--- config.mk ---
export PLATFORM = sky130hd
export DESIGN_NAME = bus_rr_arbiter
export DESIGN_NICKNAME = d
export VERILOG_FILES = /design/src/rtl/bus_rr_arbiter.sv
export SDC_FILE = /design/constraint.sdc
export NUM_CORES = 1
export LEC_CHECK = 0
export ABC_AREA = 0
export CAP_MARGIN = 0
export CORE_AREA = 2 2 39 41
export CTS_CLUSTER_DIAMETER = 80
export DETAILED_ROUTE_END_ITERATION = 12
export DIE_AREA = 0 0 41 43
export PLACE_DENSITY = 0.72
export SYNTH_ARGS = -nofsm -noshare
export SYNTH_HDL_FRONTEND = slang
export SYNTH_SLANG_ARGS = --single-unit
--- constraint.sdc ---
create_clock -name clk -period 2.1 [get_ports clk]
set_input_delay 0.525 -clock clk [delete_from_list [all_inputs] [get_ports clk]]
set_output_delay 0.525 -clock clk [all_outputs]
set_load 0.02 [all_outputs]
--- src/rtl/bus_rr_arbiter.sv ---
// ---------------------------------------------------------------------------
// bus_rr_arbiter
//   Four-requester round-robin arbiter for a shared 8-bit tri-state bus.
//   A tenure lasts while the owner holds its request. Every tenure is
//   followed by a one-cycle turnaround (TURN) so two bus drivers are never
//   enabled back to back.
//
//   Optional feature: define ARB_TIMEOUT_EN to bound every tenure to
//   MAX_HOLD cycles. The owner is revoked and a one-cycle timeout pulse is
//   raised. Without the macro, tenures are unbounded and timeout is 0.
//
// Parameters
//   MAX_HOLD   maximum GRANT cycles per tenure (2..15), timeout build only
//
// Ports
//   clk        single clock, rising edge
//   rst        asynchronous active-high reset
//   req[3:0]   per-requester bus request, held for the whole tenure
//   gnt[3:0]   registered one-hot-or-zero grant (bus driver enable)
//   bus_sel    registered index of current owner, 0 when idle
//   bus_busy   registered OR of gnt
//   timeout    registered one-cycle pulse on a forced revoke
//   dbg_state  current FSM state (0 IDLE, 1 GRANT, 2 TURN)
//
// Handshake: req[i] is a level request; the tenure begins on the cycle gnt[i]
// is first seen high and ends on the edge that samples req[i] low (or on
// a timeout revoke). gnt is never combinationally dependent on req.
// ---------------------------------------------------------------------------
module bus_rr_arbiter #(
   parameter int MAX_HOLD = 8
) (
   input  logic       clk,
   input  logic       rst,
   input  logic [3:0] req,
   output logic [3:0] gnt,
   output logic [1:0] bus_sel,
   output logic       bus_busy,
   output logic       timeout,
   output logic [1:0] dbg_state
);

   typedef enum logic [1:0] {
      ST_IDLE  = 2'd0,
      ST_GRANT = 2'd1,
      ST_TURN  = 2'd2
   } state_t;

   state_t     r_state, w_state_nxt;
   logic [3:0] r_gnt, w_gnt_nxt;
   logic [1:0] r_sel, w_sel_nxt;
   logic [1:0] r_ptr, w_ptr_nxt;
   logic       r_busy;
   logic       r_timeout, w_timeout_nxt;
   logic       w_any;
   logic [1:0] w_win;
   logic [1:0] w_idx;

`ifdef ARB_TIMEOUT_EN
   logic [3:0] r_cnt, w_cnt_nxt;
`endif

   // Winner: first set request bit at or above r_ptr, wrapping 3->0. The
   // loop runs from the farthest offset down so the nearest one wins.
   always_comb begin
      w_any = |req;
      w_win = r_ptr;
      w_idx = 2'd0;
      for (int k = 3; k >= 0; k--) begin
         w_idx = r_ptr + 2'(k);
         if (req[w_idx]) w_win = w_idx;
      end
   end

   always_comb begin
      w_state_nxt   = r_state;
      w_gnt_nxt     = r_gnt;
      w_sel_nxt     = r_sel;
      w_ptr_nxt     = r_ptr;
      w_timeout_nxt = 1'b0;
`ifdef ARB_TIMEOUT_EN
      w_cnt_nxt     = r_cnt;
`endif
      case (r_state)
         ST_IDLE, ST_TURN: begin
            if (w_any) begin
               w_state_nxt = ST_GRANT;
               w_gnt_nxt   = 4'b0001 << w_win;
               w_sel_nxt   = w_win;
               w_ptr_nxt   = w_win + 2'd1;
`ifdef ARB_TIMEOUT_EN
               w_cnt_nxt   = 4'd0;
`endif
            end else begin
               w_state_nxt = ST_IDLE;
               w_gnt_nxt   = 4'b0000;
               w_sel_nxt   = 2'd0;
            end
         end
         ST_GRANT: begin
            // A normal release takes precedence over a timeout that would
            // fire on the same edge.
            if (!req[r_sel]) begin
               w_state_nxt = ST_TURN;
               w_gnt_nxt   = 4'b0000;
               w_sel_nxt   = 2'd0;
            end
`ifdef ARB_TIMEOUT_EN
            else if (r_cnt == 4'(MAX_HOLD - 1)) begin
               // r_ptr already points past this owner, so it re-competes last.
               w_state_nxt   = ST_TURN;
               w_gnt_nxt     = 4'b0000;
               w_sel_nxt     = 2'd0;
               w_timeout_nxt = 1'b1;
            end else begin
               w_cnt_nxt = r_cnt + 4'd1;
            end
`endif
         end
         default: begin
            w_state_nxt = ST_IDLE;
            w_gnt_nxt   = 4'b0000;
            w_sel_nxt   = 2'd0;
         end
      endcase
   end

   always_ff @(posedge clk or posedge rst) begin
      if (rst) begin
         r_state   <= ST_IDLE;
         r_gnt     <= 4'b0000;
         r_sel     <= 2'd0;
         r_ptr     <= 2'd0;
         r_busy    <= 1'b0;
         r_timeout <= 1'b0;
`ifdef ARB_TIMEOUT_EN
         r_cnt     <= 4'd0;
`endif
      end else begin
         r_state   <= w_state_nxt;
         r_gnt     <= w_gnt_nxt;
         r_sel     <= w_sel_nxt;
         r_ptr     <= w_ptr_nxt;
         r_busy    <= |w_gnt_nxt;
         r_timeout <= w_timeout_nxt;
`ifdef ARB_TIMEOUT_EN
         r_cnt     <= w_cnt_nxt;
`endif
      end
   end

   assign gnt       = r_gnt;
   assign bus_sel   = r_sel;
   assign bus_busy  = r_busy;
   assign timeout   = r_timeout;
   assign dbg_state = r_state;

endmodule

==> results of run 1 <==
[cells in the final DEF (no fill, tap or decap), types with 3 or more instances in the layout]
cell	synthesis	final
buf_4	1	6
clkbuf_4	0	3
clkdlybuf4s50_1	0	14
dfrtp_1	11	11
nand2_1	6	6
nand2b_1	3	3
nor2_1	4	4
o21ai_0	3	3
[worst paths after layout]
kind                         startpoint           end  cells after the start
min                        dbg_state[1]  dbg_state[1]                      1
min in group asynchronous           rst      bus_busy                      2
max reg2reg                  bus_sel[0]    bus_sel[1]                      3
max in group asynchronous           rst        gnt[3]                      2
min reg2reg                dbg_state[1]  dbg_state[1]                      1
max                              req[0]    bus_sel[1]                      4
[cell type report]
cell class	instances	area share, %
Clock buffer	4	3.39
Inverter	1	0.484
Multi-Input combinational cell	40	34.2
Sequential cell	11	35.5
Tap cell	16	2.58
Timing Repair Buffer	20	23.9
[metrics by stage]
step	TNS, ns	hold slack, ns	power (mW)	util [%]
after global routing	0	0.469	1.19	56.1
after CTS	0	0.457	1.11	56.1
after detailed placement	-0.288	0.444	0.970	54.2
after global placement	-0.270	0.440	0.964	54.2
final	0	0.450	1.10	56.1
after floorplan	0	0.377	0.726	-
[kinds of logic (layout without fill, tap and decap cells)]
kind of cell	after synthesis	after routing	synth area share (%)
AND/OR/NAND/NOR	24	24	24.7
AO/OA/AOI/OAI	14	14	17.8
flip-flops	11	11	48.9
buffers and inverters	3	25	4.00
other	1	1	0.666
multiplexers	1	1	4.00
[registers in the layout (all words and copies together) (netlist names)]
| signal | flops |
|---|---|
| bus_busy | 1 |
| bus_sel | 2 |
| dbg_state | 2 |
| gnt | 4 |
| r_ptr | 2 |
[report_power, final]
group	leakage, nW	switching [mW]	internal (mW)
sequential	0.139	0.0891	0.309
combinational	0.196	0.272	0.290
clock	0.0150	0.0668	0.0735
total	0.350	0.428	0.672
[per-layer routing]
metal	share of wire [%]	vias to the layer above
li1	-	236
met1	46	234
met2	49	9
met3	4.1	2
met4	1.0	0
met5	0	-
==> flow_summary.yaml, run 1 <==
global_routing:
  grt_pass1_wl_mm: 1.91
  antenna_found_initial: 0
  overflow: 0
  grt_pass1_vias: 438
  met3_usage_pct: 9.42
  grt.total_usage_pct: 16.8
  use_met1_pct: 21.4
  busiest_layer: "met2"
  grtUsageMet2_pct: 23.4
  grt_max_degree: 12
drt:
  num_vias: 481
  drt_wl_total_mm: 1.15
  post_drt_wl_per_cell_um: 12.5
  drtIter0Drc: 6
  avgViaCountPerCell: 5.23
  ant_nets: 0
  drt_pass1_iterations: 2
  drc_errors: 0
critical_path:
  slowest_stage: "mux4_2"
  crit_family: "multiplexers"
  path_cells: "clkdlybuf4s50_1 -> mux4_2 -> and3b_1 -> a22o_1"
  cp_slowest_stage_delay_ns: 0.50
  crit_buf_inv: 1
  start_kind: "input port"
  r2r_slack_ns: 0.52
  critPathKind: "in -> reg"
  endpoint_kind: "flip-flop"
  critPathRequiredTime_ns: 2.25
  cp.arrival_ns: 2.04
  crit_fanout: 8
layout:
  regArea_um2: 275
  finalInstanceArea_um2: 776
  fillCellCount: 125
  drive_above_1_share_pct: 15.8
  multiInputGateArea_um2: 265
  diodes: 0
  fin_cells: 92
  syn2layout_area_growth_pct: 37.8
  final_nets: 83
power:
  power_leakage_nw: 0.350
  vdd_drop_max_v: 0.000684
  cellPowerDensity_nw_per_um2: 1420
outcome:
  outcome: "complete, no violations"
floorplan:
  fp.coreArea_um2: 1380
  die_h_um: 43
  die_w_um: 41
  start_util_pct: 40.7
  dieArea_um2: 1760
  ios: 16
  fp-row-count: 14
sta:
  setup_violations: 0
  timing.fmax_mhz: 530
  timing.final.hold_violations: 0
  rsz0062_at_grt: "false"
  period_share_pct: 89.9
  layout_min_cycle_time_ns: 1.89
  skew_ns: 0.00375
  layout_setup_ws_ns: 0.212
  slew_viol_final: 0
synth:
  synth_top_area_share_pct: 48.9
  syn_nets: 60
  yosys-top-cells-count: "dfrtp_1 (11), nand2_1 (6), nor2_1 (4)"
  synth_top_area_cell: "dfrtp_1"
  synthMostInstantiatedCell: "dfrtp_1"
  synth_area_leaders: "dfrtp_1 (49%), mux4_2 (4.0%), nand2_1 (4.0%), nand2b_1 (3.3%), a22o_1 (3.1%)"
  yosysUniqueCellTypes: 29
  post_synth.cell_area_avg_um2: 10.4
  async_flop_share_pct: 100
  ys_warn_count: 0
  synthCells: 54
  yosysSeqAreaShare_pct: 48.9
  synth_area_um2: 563
  ys_ff_latch: 11
  synth-edff-count: 0
  synth-main-ff-cell: "dfrtp_1"
place:
  dp_cells: 88
  post-dp-hpwl_um: 907
  post_dp_cell_area_um2: 749
  place_ws_ns: -0.0684
  gp_congestion: 0.817
  io_buffers: 14
clocking:
  cts_tree: "yes"
  cts_hold_buf: 0
  clock_sinks: 11
  numCtsBuffers: 3
  clockBufferDepth: 2
  post-cts-setup-buffer-count: 0
  htree_levels: 1
  clk_latency_ns: 0.27
  clk_pin_slew_ns: 0.07
  cts-root-buf: "clkbuf_4"
  ctsResizeCount: 0
hold_path:
  min_path_type: "reg -> reg"
job:
  max_cap_viol_count: 0
(Power assumes the default switching activity.)
==> run 2: changes to the inputs <==
clock period = 1.75 ns   (was 2.1 ns; I/O delays follow)
==> run 2 against run 1 <==
  * Combinational power up 22%
  * Critical path depth down 3
  * First-iteration DRC count rose by 83%
  * Non-clock buffer count up 2
  * Wire length is 8.2% higher
  * Critical endpoint is now gnt[3]
  * Largest cell class unchanged
  * Largest power group unchanged
==> flow_summary.yaml, run 2 (synthesis results as in run 1) <==
critical_path:
  slowest_stage: "clkdlybuf4s50_1"
  reg2reg_from: "bus_sel[0]"
  r2r_slack_ns: 0.18
  path_cells: "clkdlybuf4s50_1"
  crit_buf_inv: 1
  crit_family: "buffers and inverters"
  critPathRequiredTime_ns: 1.31
  start_kind: "flip-flop"
  cp_slowest_stage_delay_ns: 0.61
  endpoint_kind: "primary output"
  ff2ff_path_depth: 3
  path_depth: 1
  timing.rr.end: "gnt[3]"
  critPathKind: "reg -> out"
  crit_fanout: 3
  cp.arrival_ns: 1.26
sta:
  slew_viol_final: 0
  skew_ns: 0.00454
  rsz0062_at_grt: "false"
  timing.final.hold_violations: 0
  layout_min_cycle_time_ns: 1.69
  layout_setup_ws_ns: 0.0557
  period_share_pct: 96.8
  timing.fmax_mhz: 590
  setup_violations: 0
layout:
  fillCellCount: 121
  syn2layout_area_growth_pct: 40.9
  final_nets: 85
  diodes: 0
  final_common_cell: "dfrtp_1"
  final_cell_mix: "dfrtp_1 (11), buf_4 (8), nand2_1 (6), clkdlybuf4s50_1 (6), dlygate4sd2_1 (5)"
  drive_above_1_share_pct: 19.2
  largest_reg_flops: 4
  post-route-util_pct: 57.3
place:
  post-dp-hpwl_um: 959
  place_ws_ns: -0.348
  gp_congestion: 0.873
  io_buffers: 14
floorplan:
  dieArea_um2: 1760
  fp.coreArea_um2: 1380
  fp-row-count: 14
  ios: 16
  die_w_um: 41
  start_util_pct: 40.7
  die_h_um: 43
clocking:
  clk_pin_slew_ns: 0.08
  cts_tree: "yes"
  cts-root-buf: "clkbuf_4"
  clock_sinks: 11
  clockBufferDepth: 2
  clk_latency_ns: 0.27
  htree_levels: 1
  numCtsBuffers: 3
drt:
  drt_pass1_iterations: 3
  drt_wl_total_mm: 1.24
  ant_nets: 0
  post_drt_wl_per_cell_um: 13.2
  drc_errors: 0
  drtIter0Drc: 11
  num_vias: 494
  avgViaCountPerCell: 5.26
global_routing:
  grt.total_usage_pct: 18.4
  overflow: 0
  grt_pass1_vias: 517
  grt_pass1_wl_mm: 2.19
  antenna_found_initial: 0
  grt_max_degree: 12
outcome:
  outcome: "complete, no violations"
power:
  power_leakage_nw: 0.408
  switchingPower_mw: 0.533
  cellPowerDensity_nw_per_um2: 1690
  power_frac_seq_pct: 35.5
  vdd_drop_max_v: 0.000720
  intPower_mw: 0.810
  sw_frac_of_total_pct: 39.7
  power_frac_comb_pct: 51.2
  power_frac_clock_pct: 13.3
hold_path:
  min_path_type: "in -> async"
job:
  max_cap_viol_count: 0
run 2: cell count changes in the layout (fill, tap and decap cells not counted):
| cell | change |
|---|---|
| clkdlybuf4s50_1 | -8 |
| buf_4 | +2 |
| dlymetal6s2s_1 | +3 |
| and3b_2 | +1 |
| and3b_1 | -1 |
| dlygate4sd2_1 | +5 |
run 2: how the worst max path moves through the flow:
stage | endpoint | slack (ns) | start
4_1_cts | gnt[3] | 0.008 | req[1]
2_1_floorplan | bus_sel[1] | 0.10 | bus_sel[0]
3_5_place_dp | gnt[3] | -0.35 | req[3]
6_report | gnt[3] | 0.06 | gnt[3]
5_1_grt | dbg_state[1] | 0.01 | dbg_state[1]
3_3_place_gp | gnt[3] | -0.31 | req[3]
run 2: power by group through the flow:
| stage | logic (mW) | registers [mW] | clock network [mW] |
|---|---|---|---|
| floorplan | 0.297 | 0.574 | 0 |
| finish | 0.687 | 0.476 | 0.179 |
| global placement | 0.704 | 0.481 | 0 |
| detailed placement | 0.707 | 0.483 | 0 |
| CTS | 0.698 | 0.477 | 0.188 |
| global route | 0.753 | 0.497 | 0.192 |
run 2: routing by layer:
layer	vias to the layer above	wire, µm	part of all wire [%]	global-route usage [%]
met2	8	704	57	30.0
met5	-	0	0	0
met3	0	28	2.3	3.14
li1	241	-	-	-
met4	0	0	0	10.0
met1	245	511	41	21.5
run 2: final cells by class:
type,instances,area (µm²),share of cell area [%]
multi-input combinational,40,267,33.6
sequential,11,275,34.7
clock buffer,4,26.3,3.31
inverter,1,3.75,0.473
timing repair buffer,22,201,25.4
tap,16,20.0,2.52
run 2: what timing repair did:
| item | 4_1_cts | 5_1_grt |
|---|---|---|
| buffers inserted | 0 | 0 |
| gates cloned | 0 | 0 |
| gates resized for setup | 6 | 3 |
| endpoints found under the setup margin | 7 | 7 |
| hold buffers | 0 | 0 |
run 2: per-stage QoR:
stage | cell area (µm²) | TNS (ns) | hold WS, ns | power (mW) | cells
floorplan | 563 | 0 | 0.290 | 0.872 | 54
global placement | 764 | -2.46 | 0.437 | 1.19 | 90
detailed placement | 764 | -2.70 | 0.459 | 1.19 | 90
CTS | 786 | 0 | 0.466 | 1.36 | 94
global route | 793 | 0 | 0.485 | 1.44 | 94
finish | 793 | 0 | 0.453 | 1.34 | 94
==> run 3: changes to the inputs <==
PLACE_DENSITY = 0.69   (was 0.72)
clock period = 2.1 ns   (was 1.75 ns; I/O delays follow)
==> run 3 against run 2 <==
  * Wire length decreased by 2.5%
  * Setup slack improved by 0.16 ns
  * Critical endpoint is now bus_sel[1]
  * Largest cell class unchanged
  * Register-to-register slack gained 0.34 ns
  * Via count fell by 1.0%
  * Clock skew grew 0.0013 ns
  * Power shrank 17%
  * Largest power group unchanged
  * Design area decreased by 1.3%
  * Final cell count is 1.1% lower
  * Utilization decreased by 0.72 points
  * Clock power is 19% lower
  * Flip-flop and latch count unchanged
==> flow_summary.yaml, run 3 (synthesis results as in run 1) <==
outcome:
  outcome: "complete, no violations"
critical_path:
  crit_buf_inv: 1
  cp.arrival_ns: 2.05
  crit_fanout: 8
  endpoint_kind: "flip-flop"
  path_depth: 4
  reg2reg_from: "bus_sel[0]"
  critPathRequiredTime_ns: 2.26
  start_kind: "input port"
  crit_family: "multiplexers"
  cp_slowest_stage_delay_ns: 0.51
  r2r_slack_ns: 0.52
  ff2ff_path_depth: 3
  path_cells: "clkdlybuf4s50_1 -> mux4_2 -> and3b_1 -> a22o_1"
  slowest_stage: "mux4_2"
  timing.rr.end: "bus_sel[1]"
  critPathKind: "in -> reg"
layout:
  final_nets: 84
  diodes: 0
  largest_reg_flops: 4
  syn2layout_area_growth_pct: 39.1
  post-route-util_pct: 56.6
  drive_above_1_share_pct: 16.9
  fillCellCount: 123
  final_common_cell: "clkdlybuf4s50_1"
  final_cell_mix: "clkdlybuf4s50_1 (14), dfrtp_1 (11), buf_4 (7), nand2_1 (6), nor2_1 (4)"
global_routing:
  grt.total_usage_pct: 18.1
  overflow: 0
  grt_pass1_wl_mm: 2.06
  grt_max_degree: 12
  grt_pass1_vias: 454
  antenna_found_initial: 0
power:
  vdd_drop_max_v: 0.000680
  cellPowerDensity_nw_per_um2: 1420
  finalPower_mw: 1.11
  power_leakage_nw: 0.356
place:
  gp_congestion: 0.831
  io_buffers: 14
  place_ws_ns: -0.0671
  post-dp-hpwl_um: 934
drt:
  drc_errors: 0
  post_drt_wl_per_cell_um: 13.0
  drt_pass1_iterations: 4
  drt_wl_total_mm: 1.21
  drtIter0Drc: 8
  avgViaCountPerCell: 5.26
  ant_nets: 0
  num_vias: 489
sta:
  setup_violations: 0
  layout_min_cycle_time_ns: 1.89
  skew_ns: 0.00580
  period_share_pct: 90.0
  timing.final.hold_violations: 0
  timing.fmax_mhz: 529
  layout_setup_ws_ns: 0.211
  rsz0062_at_grt: "false"
  slew_viol_final: 0
  tns_ns: 0
clocking:
  clk_pin_slew_ns: 0.07
  post-cts-setup-buffer-count: 0
  clk_latency_ns: 0.27
  cts_tree: "yes"
  numCtsBuffers: 3
  htree_levels: 1
  clock_sinks: 11
  cts_hold_buf: 0
  ctsResizeCount: 0
  clockBufferDepth: 2
  cts-root-buf: "clkbuf_4"
hold_path:
  min_to: "dbg_state[1]"
  hold_depth: 1
  min_path_type: "reg -> reg"
  hold_start: "dbg_state[1]"
job:
  max_cap_viol_count: 0
floorplan:
  fp.coreArea_um2: 1380
  dieArea_um2: 1760
  die_w_um: 41
  fp-row-count: 14
  ios: 16
  start_util_pct: 40.7
  die_h_um: 43
[run 3: how the worst max path moves through the flow]
stage                          start         end  slack, ns
after floorplan           bus_sel[0]  bus_sel[1]       0.45
after global placement        req[0]  bus_sel[1]      -0.07
after global routing          req[0]  bus_sel[1]       0.15
after detailed placement      req[0]      gnt[3]      -0.07
after CTS                     req[0]  bus_sel[1]       0.21
final                         req[2]  bus_sel[1]       0.21
[run 3: metrics by stage]
stage	instance area (µm²)	cells	hold WS, ns
after detailed placement	757	89	0.442
after floorplan	563	54	0.377
final	783	93	0.447
after global placement	757	89	0.440
after CTS	783	93	0.455
after global routing	783	93	0.476
[run 3: area by class of cell]
class | count | area, µm² | area share, %
inverter | 1 | 3.75 | 0.479
sequential | 11 | 275 | 35.1
tap | 16 | 20.0 | 2.56
clock buffer | 4 | 26.3 | 3.35
multi-input combinational | 40 | 265 | 33.9
timing repair buffer | 21 | 193 | 24.6
[run 3: per-layer routing]
metal | vias to the layer above | GRT usage [%] | part of all wire (%)
li1 | 242 | - | -
met4 | 0 | 6.00 | 1.2
met2 | 10 | 24.7 | 49
met3 | 4 | 7.85 | 4.3
met1 | 233 | 25.2 | 45
met5 | - | 0 | 0
[run 3: worst register-to-register path, cell delays in order, from the launching register on]
cell	delay, ns
dfrtp_1	0.40
mux4_2	0.53
and3b_1	0.28
a22o_1	0.26
[run 3: where the power goes]
group | internal [mW] | switching [mW] | total (mW)
Sequential | 0.309 | 0.0894 | 0.398
Clock | 0.0736 | 0.0716 | 0.145
Combinational | 0.292 | 0.280 | 0.571
Total | 0.674 | 0.441 | 1.11
